## src/rtl/disp_scan_ctl.sv

```systemverilog
// Scan controller for an 8-digit common-anode 7-segment display with a
// double-buffered 32-bit hex value. Define LZ_BLANK_EN for leading-zero suppression.
module disp_scan_ctl #(
    parameter int DIV = 100000
) (
    input  logic        clk,
    input  logic        rst_n,
    input  logic        en,
    input  logic        d_valid,
    input  logic [31:0] d_data,
    input  logic [7:0]  dp_n_in,
    output logic        d_ready,
    output logic [2:0]  dig_sel,
    output logic [6:0]  seg_n,
    output logic        dp_n,
    output logic        frame_tick
);

    localparam int PW = (DIV > 1) ? $clog2(DIV) : 1;
    localparam logic [PW-1:0] PRE_MAX = PW'(DIV - 1);

    typedef enum logic {
        EMPTY = 1'b0,
        FULL  = 1'b1
    } pend_state_e;

    function automatic logic [6:0] hex_to_seg(input logic [3:0] h);
        logic [6:0] s;
        case (h)
            4'h0: s = 7'b1000000;
            4'h1: s = 7'b1111001;
            4'h2: s = 7'b0100100;
            4'h3: s = 7'b0110000;
            4'h4: s = 7'b0011001;
            4'h5: s = 7'b0010010;
            4'h6: s = 7'b0000010;
            4'h7: s = 7'b1111000;
            4'h8: s = 7'b0000000;
            4'h9: s = 7'b0010000;
            4'hA: s = 7'b0001000;
            4'hB: s = 7'b0000011;
            4'hC: s = 7'b1000110;
            4'hD: s = 7'b0100001;
            4'hE: s = 7'b0000110;
            default: s = 7'b0001110;
        endcase
        return s;
    endfunction

    function automatic logic [3:0] nibble_at(input logic [31:0] v, input logic [2:0] k);
        return v[{k, 2'b00} +: 4];
    endfunction

`ifdef LZ_BLANK_EN
    // Index of the most significant nonzero nibble; 0 when the value is 0 so digit 0 always shows.
    function automatic logic [2:0] msnz_index(input logic [31:0] v);
        logic [2:0] idx;
        idx = 3'd0;
        for (int i = 1; i < 8; i++) begin
            if (v[4*i +: 4] != 4'h0) idx = 3'(i);
        end
        return idx;
    endfunction
`endif

    logic [PW-1:0] presc_q, presc_d;
    logic [2:0]    dig_sel_q, dig_sel_d;
    logic          frame_tick_q, frame_tick_d;
    pend_state_e   state_q, state_d;
    logic [31:0]   pend_data_q, pend_data_d;
    logic [7:0]    pend_dp_q, pend_dp_d;
    logic [31:0]   shadow_q, shadow_d;
    logic [7:0]    shadow_dp_q, shadow_dp_d;
    logic [6:0]    seg_n_q, seg_n_d;
    logic          dp_n_q, dp_n_d;

    logic          slot_tick;
    logic          wrap;
    logic [6:0]    seg_val;

    // Timebase: prescaler, digit index and frame pulse
    always_comb begin
        slot_tick    = (presc_q == PRE_MAX);
        wrap         = slot_tick && (dig_sel_q == 3'd7);
        presc_d      = slot_tick ? '0 : presc_q + PW'(1);
        dig_sel_d    = slot_tick ? dig_sel_q + 3'd1 : dig_sel_q;
        frame_tick_d = wrap;
    end

    // Pending/shadow handshake; shadow only ever changes on the wrap edge
    always_comb begin
        state_d     = state_q;
        pend_data_d = pend_data_q;
        pend_dp_d   = pend_dp_q;
        shadow_d    = shadow_q;
        shadow_dp_d = shadow_dp_q;
        d_ready     = 1'b0;
        case (state_q)
            EMPTY: begin
                d_ready = 1'b1;
                if (d_valid) begin
                    if (wrap) begin
                        shadow_d    = d_data;
                        shadow_dp_d = dp_n_in;
                    end else begin
                        pend_data_d = d_data;
                        pend_dp_d   = dp_n_in;
                        state_d     = FULL;
                    end
                end
            end
            FULL: begin
                if (wrap) begin
                    shadow_d    = pend_data_q;
                    shadow_dp_d = pend_dp_q;
                    state_d     = EMPTY;
                end
            end
            default: state_d = EMPTY;
        endcase
    end

    // Segment data is built from the post-edge digit and shadow so it never lags dig_sel
    always_comb begin
        seg_val = hex_to_seg(nibble_at(shadow_d, dig_sel_d));
`ifdef LZ_BLANK_EN
        if (dig_sel_d > msnz_index(shadow_d)) seg_val = 7'h7F;
`endif
        seg_n_d = en ? seg_val : 7'h7F;
        dp_n_d  = en ? shadow_dp_d[dig_sel_d] : 1'b1;
    end

    always_ff @(posedge clk or negedge rst_n) begin
        if (!rst_n) begin
            presc_q      <= '0;
            dig_sel_q    <= 3'd0;
            frame_tick_q <= 1'b0;
            state_q      <= EMPTY;
            shadow_q     <= 32'h0;
            shadow_dp_q  <= 8'hFF;
            seg_n_q      <= 7'h7F;
            dp_n_q       <= 1'b1;
        end else begin
            presc_q      <= presc_d;
            dig_sel_q    <= dig_sel_d;
            frame_tick_q <= frame_tick_d;
            state_q      <= state_d;
            shadow_q     <= shadow_d;
            shadow_dp_q  <= shadow_dp_d;
            seg_n_q      <= seg_n_d;
            dp_n_q       <= dp_n_d;
        end
    end

    // Pending payload is only meaningful while FULL, so it carries no reset
    always_ff @(posedge clk) begin
        pend_data_q <= pend_data_d;
        pend_dp_q   <= pend_dp_d;
    end

    assign dig_sel    = dig_sel_q;
    assign seg_n      = seg_n_q;
    assign dp_n       = dp_n_q;
    assign frame_tick = frame_tick_q;

endmodule

```

## config.mk

```make
export PLATFORM = sky130hd
export DESIGN_NAME = disp_scan_ctl
export DESIGN_NICKNAME = d
export VERILOG_FILES = /design/src/rtl/disp_scan_ctl.sv
export SDC_FILE = /design/constraint.sdc
export NUM_CORES = 1
export LEC_CHECK = 0
export BUFFER_PORTS_ARGS = -buffer_cell sky130_fd_sc_hd__buf_2
export CORE_MARGIN = 1.5
export CORE_UTILIZATION = 65
export CTS_BUF_LIST = sky130_fd_sc_hd__clkbuf_2 sky130_fd_sc_hd__clkbuf_4 sky130_fd_sc_hd__clkbuf_8
export DETAILED_ROUTE_END_ITERATION = 16
export HOLD_SLACK_MARGIN = 0.02
export PLACE_DENSITY = 0.87
export SYNTH_ARGS = -nofsm -noshare
export SYNTH_HDL_FRONTEND = slang
export SYNTH_SLANG_ARGS = --single-unit
```

## constraint.sdc

```tcl
create_clock -name clk -period 9.46 [get_ports clk]
set_input_delay 0 -clock clk [delete_from_list [all_inputs] [get_ports clk]]
set_output_delay 0 -clock clk [all_outputs]
set_load 0.01 [all_outputs]
```

==> flow_summary.json, run 1 <==
{
  "layout_worst_path_cycle_share_pct": 51.3,
  "postCtsSetupBuffers": 0,
  "syn_nets": 565,
  "worstSetupEndpointType": "flop",
  "clockBufferDepth": 2,
  "tritoncts": "done",
  "tightest_slew_ps": 1240,
  "power_frac_clock_pct": 34.4,
  "post_drt_wl_per_cell_um": 19.8,
  "synth_cells": 512,
  "hold_path.class": "in2reg",
  "crit_fanout": 20,
  "fin_cells": 706,
  "layout_common_cells": "56 x buf_2, 54 x dfrtp_1, 47 x nor2_1",
  "p_int_mw": 0.665,
  "fp.dieArea_um2": 8950,
  "synth_top_area_cell": "dfrtp_1",
  "synthSimpleGateAreaFrac_pct": 17.8,
  "clock_latency_ps": 380,
  "fill_cells": 530,
  "chipWidth_um": 94.6,
  "p_switching_mw": 0.207,
  "p_seq_share_pct": 57.9,
  "post_drt_via_cell_ratio": 6.63,
  "syn_to_final_growth_pct": 17.5,
  "cp.arrival_ps": 5150,
  "synth_ff_type": "dfrtp_1",
  "synth-edff-count": 40,
  "startpoint_type": "flop",
  "grt_start_max_net_pins": 71,
  "antenna_found_initial": 0,
  "synth_cell_type_count": 65,
  "combinationalPowerShare_pct": 7.7,
  "synth_compound_area_share_pct": 18.8,
  "synth_xor_area_share_pct": 2.25,
  "overflow": 0,
  "synth_area_leaders": "dfrtp_1 25%, edfxtp_1 22%, dfstp_2 7.7%",
  "antenna_left": 0,
  "tns_ps": 0,
  "period_minus_slack_ps": 4850,
  "gp_congestion": 0.978,
  "nNetsFinal": 649,
  "drive_gt1_share_pct": 18.6,
  "netlist_area_um2": 5460,
  "synth_top_family_by_area": "compound AO/OA/AOI/OAI gates",
  "post-dp-hpwl_um": 8730,
  "total_power_mw": 0.872,
  "htreeDepth": 3,
  "worstSetupPathType": "reg2reg",
  "power_density_nw_per_um2": 136,
  "synth_seq_cells": 110,
  "avgSynthCellArea_um2": 10.7,
  "grt_first_pass_wirelength_um": 22300,
  "die_h_um": 94.6,
  "rsz0062_at_grt": "no",
  "num_vias": 4682,
  "synth_mux_area_share_pct": 0.963,
  "vdd.ir_drop.worst_v": 0.0000864,
  "maxCapViolCount": 0,
  "p_sw_share_pct": 23.7,
  "root_buffer": "clkbuf_8",
  "drt_wl_total_um": 14000,
  "hold_viol_final": 0,
  "max_freq_mhz": 206,
  "synth_top_cell_area_share_pct": 24.8,
  "maxSlewViolCount": 0,
  "io_pins": 57,
  "power.leakage_nw": 2.53,
  "final_common_cell": "buf_2",
  "synth_fa_ha_area_share_pct": 2.06,
  "ys_warn_count": 0,
  "regArea_um2": 2970,
  "first_global_vias": 4580,
  "status": "finished clean",
  "diodes": 0,
  "core_area_um2": 8180,
  "finClkSkew_ps": 15.1,
  "dr.first_iter.drc_count": 506,
  "grt_util_all_layers_pct": 32.7,
  "port_buffers": 56,
  "start_util_pct": 66.7,
  "dp_cells": 648,
  "drc": 0,
  "async_flop_share_pct": 63.6,
  "numCtsBuffers": 9,
  "multi_input_area_um2": 2300,
  "required_ps": 9760,
  "slew_headroom_pct": 17.2,
  "firstDrtPassIters": 5,
  "seq_area_frac_synth_pct": 54.5,
  "setup_viol": 0,
  "rows": 33,
  "clkSinkCount": 110,
  "clkTransAtPathRegs_ps": 110
}
==> what timing repair did <==
| action | in CTS | in global routing |
|---|---|---|
| hold buffers | 42 | 0 |
| hold endpoints to repair | 119 | 0 |
| gates resized for setup | 0 | 0 |
==> cell usage after synthesis, types with 12 or more instances <==
cell,instances
dfrtp_1,54
nor2_1,49
edfxtp_1,40
nand2_1,37
a21oi_1,26
o22ai_1,22
a22oi_1,21
inv_1,21
o21ai_0,21
clkbuf_1,19
nand3_1,17
dfstp_2,16
a32oi_1,15
nand4_1,12
nor3_1,12
==> layer usage <==
metal | global-route usage (%) | wire length [um] | up-vias
met5 | 0 | 0 | -
met4 | 13.3 | 420 | 0
met3 | 7.49 | 1040 | 42
met2 | 53.2 | 6780 | 255
met1 | 42.3 | 5750 | 2286
li1 | - | - | 2099
==> sequential cells by signal, indices dropped and copies added, names as in the netlist <==
register	cells
frame_tick	1
shadow_q	32
pend_data_q	32
shadow_dp_q	8
state_q	1
dig_sel	3
dp_n	1
pend_dp_q	8
presc_q	17
seg_n	7
==> critical path: stages, from the launching register on <==
cell       delay [ps]
dfrtp_1           450
or4b_4            620
nor4_4            590
nand3_1           750
o22ai_1           400
nor3_1            100
a2111oi_0         330
nand2_1           110
nor2_1            360
inv_1             180
ha_1              260
o21ai_0           140
a22oi_1           130
a311o_1           350
==> metrics by stage <==
step	util (%)	hold slack, ps	area (um^2)	setup WS (ps)
detailed placement	70.8	188	5780	4820
CTS	78.4	302	6410	4730
global placement	70.8	186	5780	4940
floorplan	-	-296	5460	5640
global route	78.4	327	6410	4210
finish	78.4	337	6410	4610
==> layout make-up <==
class                   count  share of cell area, %
well taps                 105                   2.05
inverters                  23                   1.35
clock inverters             6                   1.17
multi-input cells         352                   35.9
clock buffers              10                   2.05
repair buffers            100                   11.2
flip-flops and latches    110                   46.4
==> worst paths after layout <==
| path | from | end | slack (ps) | depth (start not counted) |
|---|---|---|---|---|
| max reg2reg | presc_q[12] | seg_n[6] | 4610 | 13 |
| max | presc_q[12] | seg_n[6] | 4610 | 13 |
| max in group asynchronous | rst_n | shadow_q[25] | 8490 | 3 |
| min | dp_n_in[0] | pend_dp_q[0] | 340 | 2 |
| min in group asynchronous | rst_n | shadow_q[18] | 350 | 3 |
| min reg2reg | presc_q[8] | presc_q[8] | 500 | 1 |
==> power by group through the flow <==
| stage | registers, mW | logic (mW) | clock network [mW] |
|---|---|---|---|
| detailed placement | 0.514 | 0.0523 | 0 |
| global route | 0.506 | 0.0738 | 0.319 |
| finish | 0.505 | 0.0674 | 0.300 |
| floorplan | 0.516 | 0.0242 | 0 |
| global placement | 0.514 | 0.0502 | 0 |
| CTS | 0.505 | 0.0659 | 0.305 |
==> kinds of logic after synthesis <==
logic type | count (synthesis)
fa+ha+maj | 9
simple gates | 179
compound gates | 145
flops | 110
buf+inv | 50
mux | 5
xor+xnor | 14
Note: power is estimated with default switching activity, not from simulation.
==> run 2, diff against run 1 <==
CORE_UTILIZATION = 55   (was 65)
PLACE_DENSITY = 0.78   (was 0.87)
clock period = 4 ns   (was 9.46 ns; I/O delays follow)
==> run 2 against run 1 <==
  * Sequential cell count unchanged
  * Worst hold slack got worse by 190 ps
  * Global-route usage decreased by 4.8 points
  * Via count down 1.6%
  * Register-to-register slack lost 4400 ps
  * Clock power increased by 130%
  * Sequential power increased by 140%
  * Critical path type unchanged
  * Highest routed layer unchanged
  * Utilization shrank 9.8 points
==> flow_summary.json, run 2 (synthesis results as in run 1) <==
{
  "status": "finished clean",
  "crit_chain": "or4b_4 > nor4_4 > buf_12 > nor4_1 > a31oi_1 > buf_4 > nor3_1 > a2111oi_0 > nand4_1 > buf_4 > ha_1 > o21ai_0 > a22oi_1 > a311o_1",
  "period_minus_slack_ps": 3790,
  "tightest_slew_ps": 1110,
  "layout_worst_path_cycle_share_pct": 94.6,
  "post_drt_wl_per_cell_um": 18.2,
  "required_ps": 4310,
  "critPathMaxStageDelay_ps": 630,
  "multi_input_area_um2": 2310,
  "die_h_um": 103,
  "io_pins": 57,
  "antenna_found_initial": 0,
  "dr.first_iter.drc_count": 344,
  "maxCapViolCount": 0,
  "overflow": 0,
  "tns_ps": 0,
  "worstRegToRegCells": 14,
  "reg.largest.list": "pend_data_q: 32 flops, shadow_q: 32 flops, presc_q: 17 flops",
  "chipWidth_um": 103,
  "layout_common_cells": "56 x buf_2, 54 x dfrtp_1, 46 x nor2_1",
  "p_seq_share_pct": 58.6,
  "grt_first_pass_wirelength_um": 22200,
  "cp.arrival_ps": 4100,
  "syn_to_final_growth_pct": 21.9,
  "cpMostUsedCell": "buf_4",
  "numCtsBuffers": 9,
  "root_buffer": "clkbuf_8",
  "fp.dieArea_um2": 10500,
  "post_dp_cell_area_um2": 6010,
  "drive_gt1_share_pct": 22.0,
  "core_area_um2": 9680,
  "layout_setup_ws_ps": 215,
  "crit_fanout": 20,
  "antenna_left": 0,
  "worstSetupEndpointType": "flop",
  "slew_headroom_pct": 26.1,
  "hold_viol_final": 0,
  "finClkSkew_ps": 16.9,
  "clkTransAtPathRegs_ps": 90,
  "regArea_um2": 2970,
  "diodes": 0,
  "drc": 0,
  "rows": 36,
  "vdd.ir_drop.worst_v": 0.000240,
  "clockBufferDepth": 2,
  "fin_area_um2": 6650,
  "p_int_mw": 1.59,
  "maxSlewViolCount": 0,
  "first_global_vias": 4562,
  "port_buffers": 56,
  "power_frac_clock_pct": 33.5,
  "num_vias": 4609,
  "gp_congestion": 0.902,
  "htreeDepth": 3,
  "firstDrtPassIters": 5,
  "crit-reg2reg-launch": "presc_q[12]",
  "startpoint_type": "flop",
  "crit_start": "presc_q[12]",
  "nNetsFinal": 672,
  "setup_viol": 0,
  "dpl_worst_slack_ps": 155,
  "start_util_pct": 56.3,
  "post_drt_via_cell_ratio": 6.09,
  "max_freq_mhz": 264,
  "combinationalPowerShare_pct": 7.9,
  "worstSetupPathType": "reg2reg",
  "hold_path.class": "in2reg",
  "grt_start_max_net_pins": 48,
  "p_sw_share_pct": 22.1,
  "fill_cells": 732,
  "p_switching_mw": 0.450,
  "power_density_nw_per_um2": 306,
  "slowest_stage": "or4b_4",
  "clock_latency_ps": 380,
  "clkSinkCount": 110,
  "final_common_cell": "buf_2",
  "r2r_end": "seg_n[6]",
  "endpoint": "seg_n[6]",
  "post-dp-hpwl_um": 9530,
  "drt_wl_total_um": 13800,
  "r2r_slack_ps": 210,
  "tritoncts": "done",
  "grt_util_all_layers_pct": 27.9,
  "power.leakage_nw": 2.67
}
-- run 2: cell count changes in the layout (fill, tap and decap cells not counted), sizes merged --
cell      previous run  this run
inv                 25        22
clkbuf              10        13
clkinvlp             1         0
clkinv               2         3
buf                 58        81
-- run 2: cell type report --
| class | instances | share of cell area, % |
|---|---|---|
| flip-flops and latches | 110 | 44.7 |
| clock buffers | 13 | 2.31 |
| multi-input cells | 352 | 34.8 |
| inverters | 23 | 1.30 |
| clock inverters | 3 | 0.677 |
| repair buffers | 123 | 13.7 |
| well taps | 133 | 2.50 |
-- run 2: metal layers --
layer  global-route usage [%]  share of wire (%)
met5                        0                  0
met4                     9.91                2.1
met3                     5.49                5.6
met2                     46.2                 48
met1                     36.8                 44
-- run 2: per-stage QoR --
| step | cells | power, mW | hold slack [ps] | utilization [%] |
|---|---|---|---|---|
| global placement | 698 | 1.34 | 188 | 62.1 |
| detailed placement | 698 | 1.35 | 190 | 62.1 |
| CTS | 756 | 2.05 | 128 | 68.4 |
| floorplan | 512 | 1.28 | -296 | - |
| global route | 757 | 2.11 | 186 | 68.7 |
| finish | 757 | 2.04 | 151 | 68.7 |
-- run 2: worst min-delay path by stage --
stage                from              to  depth (start not counted)  slack (ps)
6_report          d_valid  shadow_dp_q[3]                          3         150
5_1_grt           d_valid  shadow_dp_q[0]                          3         190
4_1_cts           d_valid  shadow_dp_q[3]                          3         130
3_5_place_dp   dp_n_in[3]    pend_dp_q[3]                          1         190
3_3_place_gp   dp_n_in[6]    pend_dp_q[6]                          1         190
2_1_floorplan       rst_n      dig_sel[0]                          0        -300
-- run 2: power groups by stage --
| stage | clock network, mW | registers, mW | logic, mW |
|---|---|---|---|
| floorplan | 0 | 1.22 | 0.0572 |
| global placement | 0 | 1.22 | 0.127 |
| detailed placement | 0 | 1.22 | 0.129 |
| CTS | 0.700 | 1.19 | 0.161 |
| global route | 0.735 | 1.20 | 0.180 |
| finish | 0.682 | 1.19 | 0.161 |
-- run 2: critical path: cells and delay by family, from the launching register on --
| family | cells | cell delay (ps) |
|---|---|---|
| adders and majority gates | 1 | 200 |
| buffers and inverters | 3 | 610 |
| and+or+nand+nor | 5 | 1360 |
| AOI/OAI and AO/OA | 5 | 1080 |
| DFF | 1 | 450 |
-- run 2: repair_timing --
item | 4_1_cts | 5_1_grt
endpoints found under the setup margin | 0 | 5
endpoints found under the hold margin | 100 | 0
gates resized for setup | 0 | 3
buffers inserted | 0 | 1
hold buffers | 42 | 0
==> run 3, diff against run 2 <==
CELL_PAD_IN_SITES_DETAIL_PLACEMENT = 0   (was default)
CELL_PAD_IN_SITES_GLOBAL_PLACEMENT = 1   (was default)
CORE_UTILIZATION = 44   (was 55)
PLACE_DENSITY = default   (was 0.78)
PLACE_DENSITY_LB_ADDON = 0.1   (was default)
==> run 3 against run 2 <==
  * Wire length grew 8.6%
  * Die area grew 24%
  * Global-route usage shrank 3.8 points
  * Clock skew shrank 3.8 ps
  * Sequential cell count is the same
  * Clock power shrank 1%
  * Utilization shrank 13 points
  * Via count shrank 1.1%
  * Count of clock-buffer cells in the layout shrank 3
  * Sequential share of layout area shrank 0.69 points
  * Largest power group unchanged
==> flow_summary.json, run 3 (synthesis results as in run 1) <==
{
  "status": "finished clean",
  "max_freq_mhz": 263,
  "overflow": 0,
  "grt_util_all_layers_pct": 24.1,
  "startpoint_type": "flop",
  "antenna_left": 0,
  "tightest_slew_ps": 878,
  "power.leakage_nw": 2.69,
  "layout_worst_path_cycle_share_pct": 95.1,
  "tritoncts": "done",
  "worstSetupPathType": "reg2reg",
  "hold_ws_ps": 232,
  "dr.first_iter.drc_count": 411,
  "grt_first_pass_wirelength_um": 24000,
  "fin_area_um2": 6750,
  "period_minus_slack_ps": 3800,
  "hold_path.class": "in2async",
  "drc": 0,
  "port_buffers": 56,
  "post_dp_cell_area_um2": 6090,
  "maxCapViolCount": 0,
  "clkSinkCount": 110,
  "start_util_pct": 45.2,
  "first_global_vias": 4507,
  "die_h_um": 114,
  "clock_latency_ps": 390,
  "io_pins": 57,
  "post-dp-hpwl_um": 10300,
  "nNetsFinal": 681,
  "numCtsBuffers": 9,
  "htreeDepth": 3,
  "post_drt_wl_per_cell_um": 18.7,
  "fp.dieArea_um2": 13100,
  "fin_cells": 801,
  "maxSlewViolCount": 0,
  "post_drt_via_cell_ratio": 5.69,
  "gp_congestion": 0.880,
  "final_common_cell": "buf_2",
  "rows": 40,
  "worstSetupEndpointType": "flop",
  "core_area_um2": 12100,
  "hold_viol_final": 0,
  "syn_to_final_growth_pct": 23.8,
  "power_density_nw_per_um2": 301,
  "setup_viol": 0,
  "drive_gt1_share_pct": 23.1,
  "drt_wl_total_um": 15000,
  "rsz0062_at_grt": "yes",
  "slew_headroom_pct": 41.4,
  "total_power_mw": 2.03,
  "chipWidth_um": 114,
  "firstDrtPassIters": 5,
  "utilization_pct": 56.0,
  "vdd.ir_drop.worst_v": 0.000277,
  "finClkSkew_ps": 13.1,
  "crit_start": "presc_q[12]",
  "clockBufferDepth": 2,
  "antenna_found_initial": 0,
  "grt_start_max_net_pins": 47,
  "diodes": 0,
  "cp.arrival_ps": 4120,
  "crit-reg2reg-launch": "presc_q[12]",
  "required_ps": 4320,
  "reg.largest.list": "pend_data_q: 32 flops, shadow_q: 32 flops, presc_q: 17 flops",
  "num_vias": 4560,
  "dp_cells": 740,
  "layout_common_cells": "56 x buf_2, 54 x dfrtp_1, 47 x nor2_1",
  "root_buffer": "clkbuf_8",
  "clkTransAtPathRegs_ps": 110,
  "crit_fanout": 6
}
[run 3: final cells by class]
type                    instances  area, um^2
fillers                      1081        5310
flip-flops and latches        110        2970
multi-input cells             352        2320
repair buffers                132         968
well taps                     168         210
clock buffers                  10         131
inverters                      23        86.3
clock inverters                 6        62.6
[run 3: worst max-delay path, stage by stage (launching register included)]
cell       delay (ps)
dfrtp_1           440
or4b_4            620
or4_1             620
buf_4             200
nor3_1            260
nor2_1            140
nor3_1            290
a2111oi_1          80
nand2_1           140
nor2_4             70
ha_1              310
a21oi_1           140
a221oi_1           70
a311o_1           350
[run 3: path summary, 6_finish.rpt]
kind	slack, ps	endpoint	cells after the start
max	200	seg_n[1]	13
min	230	shadow_q[18]	2
max reg2reg	200	seg_n[1]	13
min reg2reg	490	presc_q[0]	1
max in group asynchronous	2750	dp_n	3
min in group clk	330	pend_dp_q[1]	2
[run 3: stage by stage]
stage / worst slack [ps] / TNS (ps)
detailed placement: 24.0 / 0
CTS: 6.72 / 0
finish: 197 / 0
floorplan: 184 / 0
global placement: 72.8 / 0
global route: -5.45 / -5.45
[run 3: what timing repair did]
item,4_1_cts,5_1_grt
pin swaps,0,2
gates resized for setup,1,6
setup buffers,0,3
endpoints found under the hold margin,94,0
hold buffers,42,0
endpoints found under the setup margin,1,4
[run 3: report_power, final]
group          switching [mW]  internal, mW  leakage (nW)
clock network           0.377         0.295        0.0933
registers             0.00568          1.19          1.16
logic                  0.0833        0.0823          1.44
total                   0.466          1.56          2.69
[run 3: routing by layer]
layer / track usage [%] / wire [um] / vias to the layer above / part of all wire, %
met5: 0 / 0 / - / 0
met4: 4.83 / 153 / 0 / 1.0
met3: 5.66 / 660 / 11 / 4.4
met2: 40.3 / 7190 / 120 / 48
met1: 32.4 / 6980 / 2258 / 47
li1: - / - / 2171 / -
